**config.mk**
```make
export PLATFORM = sky130hd
export DESIGN_NAME = debounce_fsm
export DESIGN_NICKNAME = d
export VERILOG_FILES = /design/src/rtl/debounce_fsm_pkg.sv /design/src/rtl/debounce_fsm_sync_ff_chain.sv /design/src/rtl/debounce_fsm.sv
export SDC_FILE = /design/constraint.sdc
export NUM_CORES = 1
export LEC_CHECK = 0
export CAP_MARGIN = 20
export CORE_MARGIN = 2
export CORE_UTILIZATION = 25
export CTS_BUF_LIST = sky130_fd_sc_hd__clkbuf_8 sky130_fd_sc_hd__clkbuf_16
export DETAILED_ROUTE_END_ITERATION = 8
export PLACE_DENSITY_LB_ADDON = 0.15
export SYNTH_ARGS = -nofsm -noshare
export SYNTH_HDL_FRONTEND = slang
export SYNTH_SLANG_ARGS = --single-unit
```
**constraint.sdc**
```tcl
create_clock -name clk -period 1.1 [get_ports clk]
set_input_delay 0.11 -clock clk [delete_from_list [all_inputs] [get_ports clk]]
set_output_delay 0.11 -clock clk [all_outputs]
set_load 0.005 [all_outputs]
```
**src/rtl/debounce_fsm_pkg.sv**
```systemverilog
// Shared definitions for the debounce controller: state encodings,
// default synchroniser depth and a helper mapping a level to its stable state.
package debounce_fsm_pkg;

    typedef enum logic [1:0] {
        ST_STABLE_LOW  = 2'd0,
        ST_WAIT_HIGH   = 2'd1,
        ST_STABLE_HIGH = 2'd2,
        ST_WAIT_LOW    = 2'd3
    } state_t;

    localparam int DEFAULT_SYNC_STAGES = 2;

    // Stable state that corresponds to a given debounced level.
    function automatic state_t stable_state_for(input logic level);
        state_t s;
        if (level) begin
            s = ST_STABLE_HIGH;
        end else begin
            s = ST_STABLE_LOW;
        end
        return s;
    endfunction

endpackage

```
**src/rtl/debounce_fsm_sync_ff_chain.sv**
```systemverilog
// Multi-flop synchroniser for one asynchronous level. The chain resets to
// INIT_LEVEL so that the first cycles after reset do not look like an edge.
// SYNC_STAGES is intended to lie in 2..4.
module sync_ff_chain
    import debounce_fsm_pkg::*;
#(
    parameter int   SYNC_STAGES = DEFAULT_SYNC_STAGES,
    parameter logic INIT_LEVEL  = 1'b0
) (
    input  logic clk,
    input  logic reset_n,
    input  logic i_d,
    output logic o_q
);

    logic [SYNC_STAGES-1:0] r_sync;

    // Shift the raw level through the chain; stage 0 is the metastability catcher.
    always_ff @(posedge clk or negedge reset_n) begin
        if (!reset_n) begin
            r_sync <= {SYNC_STAGES{INIT_LEVEL}};
        end else begin
            r_sync <= {r_sync[SYNC_STAGES-2:0], i_d};
        end
    end

    assign o_q = r_sync[SYNC_STAGES-1];

endmodule

```
**src/rtl/debounce_fsm.sv**
```systemverilog
// Debounce control stage. Works with an external stability counter: while
// the synchronised input holds a candidate level the counter is told to keep
// counting, and the counter's threshold tick commits that level.
module debounce_fsm
    import debounce_fsm_pkg::*;
#(
    parameter int   SYNC_STAGES     = DEFAULT_SYNC_STAGES,
    parameter logic INIT_LEVEL      = 1'b0,
    parameter int   PRESS_CNT_WIDTH = 8
) (
    input  logic                       clk,
    input  logic                       reset_n,
    input  logic                       btn_raw,
    output logic                       ctrl_inc,
    input  logic                       tick,
    output logic                       db_level,
    output logic                       rise_pulse,
    output logic                       fall_pulse,
    output logic [PRESS_CNT_WIDTH-1:0] press_count
);

    logic                       w_sync_in;
    logic                       w_ctrl_inc;
    state_t                     r_state;
    logic                       r_db_level;
    logic                       r_rise_pulse;
    logic                       r_fall_pulse;
    logic [PRESS_CNT_WIDTH-1:0] r_press_count;

    sync_ff_chain #(
        .SYNC_STAGES (SYNC_STAGES),
        .INIT_LEVEL  (INIT_LEVEL)
    ) u_sync (
        .clk     (clk),
        .reset_n (reset_n),
        .i_d     (btn_raw),
        .o_q     (w_sync_in)
    );

    // Counter enable: count only while a WAIT state still sees its candidate
    // level. Any STABLE cycle drives 0, so the counter is already cleared on
    // the edge that enters a WAIT state.
    always_comb begin
        w_ctrl_inc = 1'b0;
        case (r_state)
            ST_WAIT_HIGH: begin
                if (w_sync_in) begin
                    w_ctrl_inc = 1'b1;
                end else begin
                    w_ctrl_inc = 1'b0;
                end
            end
            ST_WAIT_LOW: begin
                if (!w_sync_in) begin
                    w_ctrl_inc = 1'b1;
                end else begin
                    w_ctrl_inc = 1'b0;
                end
            end
            default: begin
                w_ctrl_inc = 1'b0;
            end
        endcase
    end

    // Debounce state machine with registered level, edge pulses and press count.
    // A mismatching input wins over a simultaneous tick (abort before commit).
    always_ff @(posedge clk or negedge reset_n) begin
        if (!reset_n) begin
            r_state       <= stable_state_for(INIT_LEVEL);
            r_db_level    <= INIT_LEVEL;
            r_rise_pulse  <= 1'b0;
            r_fall_pulse  <= 1'b0;
            r_press_count <= '0;
        end else begin
            r_rise_pulse <= 1'b0;
            r_fall_pulse <= 1'b0;
            case (r_state)
                ST_STABLE_LOW: begin
                    if (w_sync_in) begin
                        r_state <= ST_WAIT_HIGH;
                    end
                end
                ST_WAIT_HIGH: begin
                    if (!w_sync_in) begin
                        r_state <= ST_STABLE_LOW;
                    end else if (tick) begin
                        r_state       <= ST_STABLE_HIGH;
                        r_db_level    <= 1'b1;
                        r_rise_pulse  <= 1'b1;
                        r_press_count <= r_press_count + PRESS_CNT_WIDTH'(1);
                    end
                end
                ST_STABLE_HIGH: begin
                    if (!w_sync_in) begin
                        r_state <= ST_WAIT_LOW;
                    end
                end
                ST_WAIT_LOW: begin
                    if (w_sync_in) begin
                        r_state <= ST_STABLE_HIGH;
                    end else if (tick) begin
                        r_state      <= ST_STABLE_LOW;
                        r_db_level   <= 1'b0;
                        r_fall_pulse <= 1'b1;
                    end
                end
                default: begin
                    r_state    <= stable_state_for(INIT_LEVEL);
                    r_db_level <= INIT_LEVEL;
                end
            endcase
        end
    end

    assign ctrl_inc    = w_ctrl_inc;
    assign db_level    = r_db_level;
    assign rise_pulse  = r_rise_pulse;
    assign fall_pulse  = r_fall_pulse;
    assign press_count = r_press_count;

endmodule

```
==> impl_summary.txt <==
----------------------------------------------------
[Yosys]
  Cell with the most instances after synthesis ... dfrtp_1
  Most common library cells after synthesis ... dfrtp_1 (15), nand2_1 (8), xnor2_1 (5)
  Net count of the mapped netlist ... 52
  Cells after synthesis ... 47
  Number of synthesis warnings ... 0
  Post-synthesis sequential area ratio ... 61.5%
  Top post-synthesis cells by area ... dfrtp_1 (61%), xnor2_1 (7.2%), nand2_1 (4.9%), xor2_1 (4.3%), nand4b_4 (3.9%)
  #FFs+latches synth ... 15
  Area share of the leading cell type in the synthesized netlist ... roughly 61%
  Unique cell type count in the Yosys netlist ... 17
  Library cell occupying the most area in the post-synthesis netlist ... dfrtp_1
  FFs w/ async S/R, synth ... 100%
  Most frequently used flop master after synthesis ... dfrtp_1
  Cell Area, Synth ... around 610 um^2
  EDFF count, synth ... 0
  Post-synthesis area per instance ... 13.0 um^2

[CTS]
  Longest Clk Path Bufs ... 2
  TritonCTS Buffers ... 3
  Number of hold buffers added after cts ... 0
  Clk root buf ... clkbuf_8
  CTS H-tree lvls ... 1
  Clock slew at the register clock pins of the worst setup and hold paths ... 60 ps
  TritonCTS clock tree ... yes
  Number of sinks driven by the clock tree ... 15
  Insertion delay of the later-clocked pin in the worst-skew pair ... approximately 240 ps

[STA]
  Final total negative setup slack ... -1140 ps
  Slew of the pin with the lowest slew margin ... 299 ps
  Post-layout minimum cycle time ... 1260 ps
  Number of pins with negative max-slew slack in the final report ... 0
  Setup repair after global routing missed its margin ... yes
  Worst hold slack ... 183 ps
  Headroom to the max-slew limit ... 80.0%
  Final Hold Viols ... 0
  Final setup margin ... -160 ps
  Final period utilization ... 115%
  Fmax achieved ... approximately 790 MHz
  Worst setup skew after layout ... 1.99 ps
  Setup-violating endpoint count in the final report ... 10

[Finish]
  Synthesis-to-finish area growth ... 72.7%
  Number of fillers in the final layout ... roughly 230
  End-of-flow core utilization ... 46.8%
  Ratio of cells with drive above 1 in the final layout ... 41.1%
  Final std cell area, no fill ... 0.00105 mm^2
  Number of nets in the layout ... 96
  Number of antenna diodes ... 0

[Floorplanning]
  Total Die Area ... about 0.0029 mm^2
  Number of placement rows ... 17
  Starting density of the core ... 27.1%
  Die outline height ... 53.4 um
  Number of ports placed on the die boundary ... 16
  Core region area ... 0.00225 mm^2
  Floorplan die width ... around 53 um

[Route]
  Residual antenna-violating net count after detailed routing ... 0
  Drt via density ... 4.23
  Count of unresolved DRC violations after routing ... 0
  Drt total wl ... 1270 um
  Number of search-and-repair iterations in the first detailed-routing pass ... 4
  Vias after detailed routing ... 499
  Average wire per cell in the routed design ... 10.8 um
  1st-iter DRT viols ... 2

[Power and ir drop]
  P_leak ... roughly 0.58 nW
  Design Power ... 0.00203 W
  Worst vdd rail ir drop ... 0.857 mV
  Power Dens Cells ... about 1900 mW/mm^2

[Run status]
  Violated checks ... negative setup slack
  Outcome ... finished with violations

[GRT]
  Via count of the first global-routing pass ... around 470
  Most Crowded Layer GR ... met2
  Wire length of the first global-routing pass ... 2100 um
  Met2 layer usage reported by global route ... 16.7%
  GR Util met1 ... 12.8%
  Initial antenna violation count ... 0
  GR Layer Usage met3 ... 1.98%
  Pin count of the biggest net entering global routing ... 16
  Final global-route overflow total ... 0
  Global-route total usage across every layer ... between 10% and 20%

[Place]
  Placed standard-cell area ... 886 um^2
  Hpwl dp ... 815 um
  IO Port Bufs ... 15
  Final Wtd Congestion ... 0.707

[Setup path]
  Type of origin of the critical path ... flop
  Setup slack, reg-to-reg ... -160 ps
  Worst path required time ... ~1300 ps
  Max FO, Critical Path ... 5
  R2r worst-path depth ... 4
  Arr. time, crit path ... around 1400 ps
  Worst setup path class ... flop to flop
  Worst reg2reg path endpoint ... press_count[5]
  Kind of end point of the critical path ... flop

[Flow run]
  Max-cap violation count ... 0

[Worst hold path]
  Worst Hold Class ... primary input to asynchronous set/reset pin

----------------------------------------------------
[repair_timing]
| action | in CTS | in global routing |
|---|---|---|
| pin swaps | 7 | 2 |
| gates cloned | 0 | 0 |
| resized for setup | 22 | 5 |
| endpoints found under the setup margin | 21 | 12 |
| setup buffers | 11 | 1 |
[state kept, by name (all words and copies together) (netlist names), named ones only]
signal / cells
press_count: 8
u_sync.r_sync: 2
db_level: 1
fall_pulse: 1
r_state: 1
rise_pulse: 1
[worst max-delay path: stages (launching register included)]
cell	delay, ps
dfrtp_1	410
buf_6	130
nand4b_4	240
nor3_2	240
xor2_1	160
[kinds of logic (layout without fill, tap and decap cells)]
| kind of cell | Yosys count | count (layout) | share of synthesized area [%] |
|---|---|---|---|
| compound gates | 4 | 4 | 3.48 |
| buf+inv | 1 | 44 | 0.614 |
| simple gates | 17 | 17 | 19.1 |
| xor+xnor | 8 | 8 | 11.5 |
| flops | 15 | 15 | 61.5 |
| fa+ha+maj | 1 | 1 | 2.05 |
| mux | 1 | 1 | 1.84 |
[cell usage in the layout, fill, tap and decap left out, drive strengths merged]
cell type / synthesis / routed
ha: 1 / 1
nor3: 2 / 2
dlygate4sd2: 0 / 10
nand3: 1 / 1
buf: 0 / 25
dfrtp: 15 / 15
nand4b: 1 / 1
nor4: 1 / 1
nand4: 2 / 2
clkdlybuf4s15: 0 / 1
nor3b: 1 / 1
nor2b: 1 / 1
clkdlybuf4s50: 0 / 3
nand2: 8 / 8
a21oi: 1 / 1
o21ai: 2 / 2
xor2: 3 / 3
a31oi: 1 / 1
mux2: 1 / 1
xnor2: 5 / 5
inv: 1 / 2
clkbuf: 0 / 3
[metal layers]
metal,share of wire (%),vias to the layer above
li1,-,247
met1,44,236
met2,49,12
met3,4.5,4
met4,2.1,0
met5,0,-
[final cells by class]
| class | instances | area (um^2) | area share, % |
|---|---|---|---|
| sequential | 15 | 375 | 35.6 |
| timing repair buffer | 39 | 324 | 30.7 |
| multi-input combinational | 31 | 269 | 25.5 |
| clock buffer | 3 | 41.3 | 3.91 |
| tap | 28 | 35.0 | 3.32 |
| inverter | 1 | 6.26 | 0.593 |
| clock inverter | 1 | 3.75 | 0.356 |
[worst max-delay path by stage]
stage	startpoint	slack (ps)	depth (start not counted)	to
2_1_floorplan	flop	8	4	press_count[3]
3_5_place_dp	tick	-240	4	press_count[6]
3_3_place_gp	tick	-240	4	press_count[5]
5_1_grt	flop	-240	5	press_count[4]
6_report	flop	-160	4	press_count[5]
4_1_cts	flop	-160	5	press_count[3]
[metrics by stage]
step / worst slack (ps) / instances
global placement: -243 / 102
finish: -160 / 118
CTS: -156 / 117
floorplan: 8.44 / 47
detailed placement: -238 / 102
global route: -244 / 118
[power breakdown]
group,internal (W),switching [W]
registers,0.000671,0.0000900
clock network,0.000246,0.000175
logic,0.000525,0.000325
(Power assumes the default switching activity.)
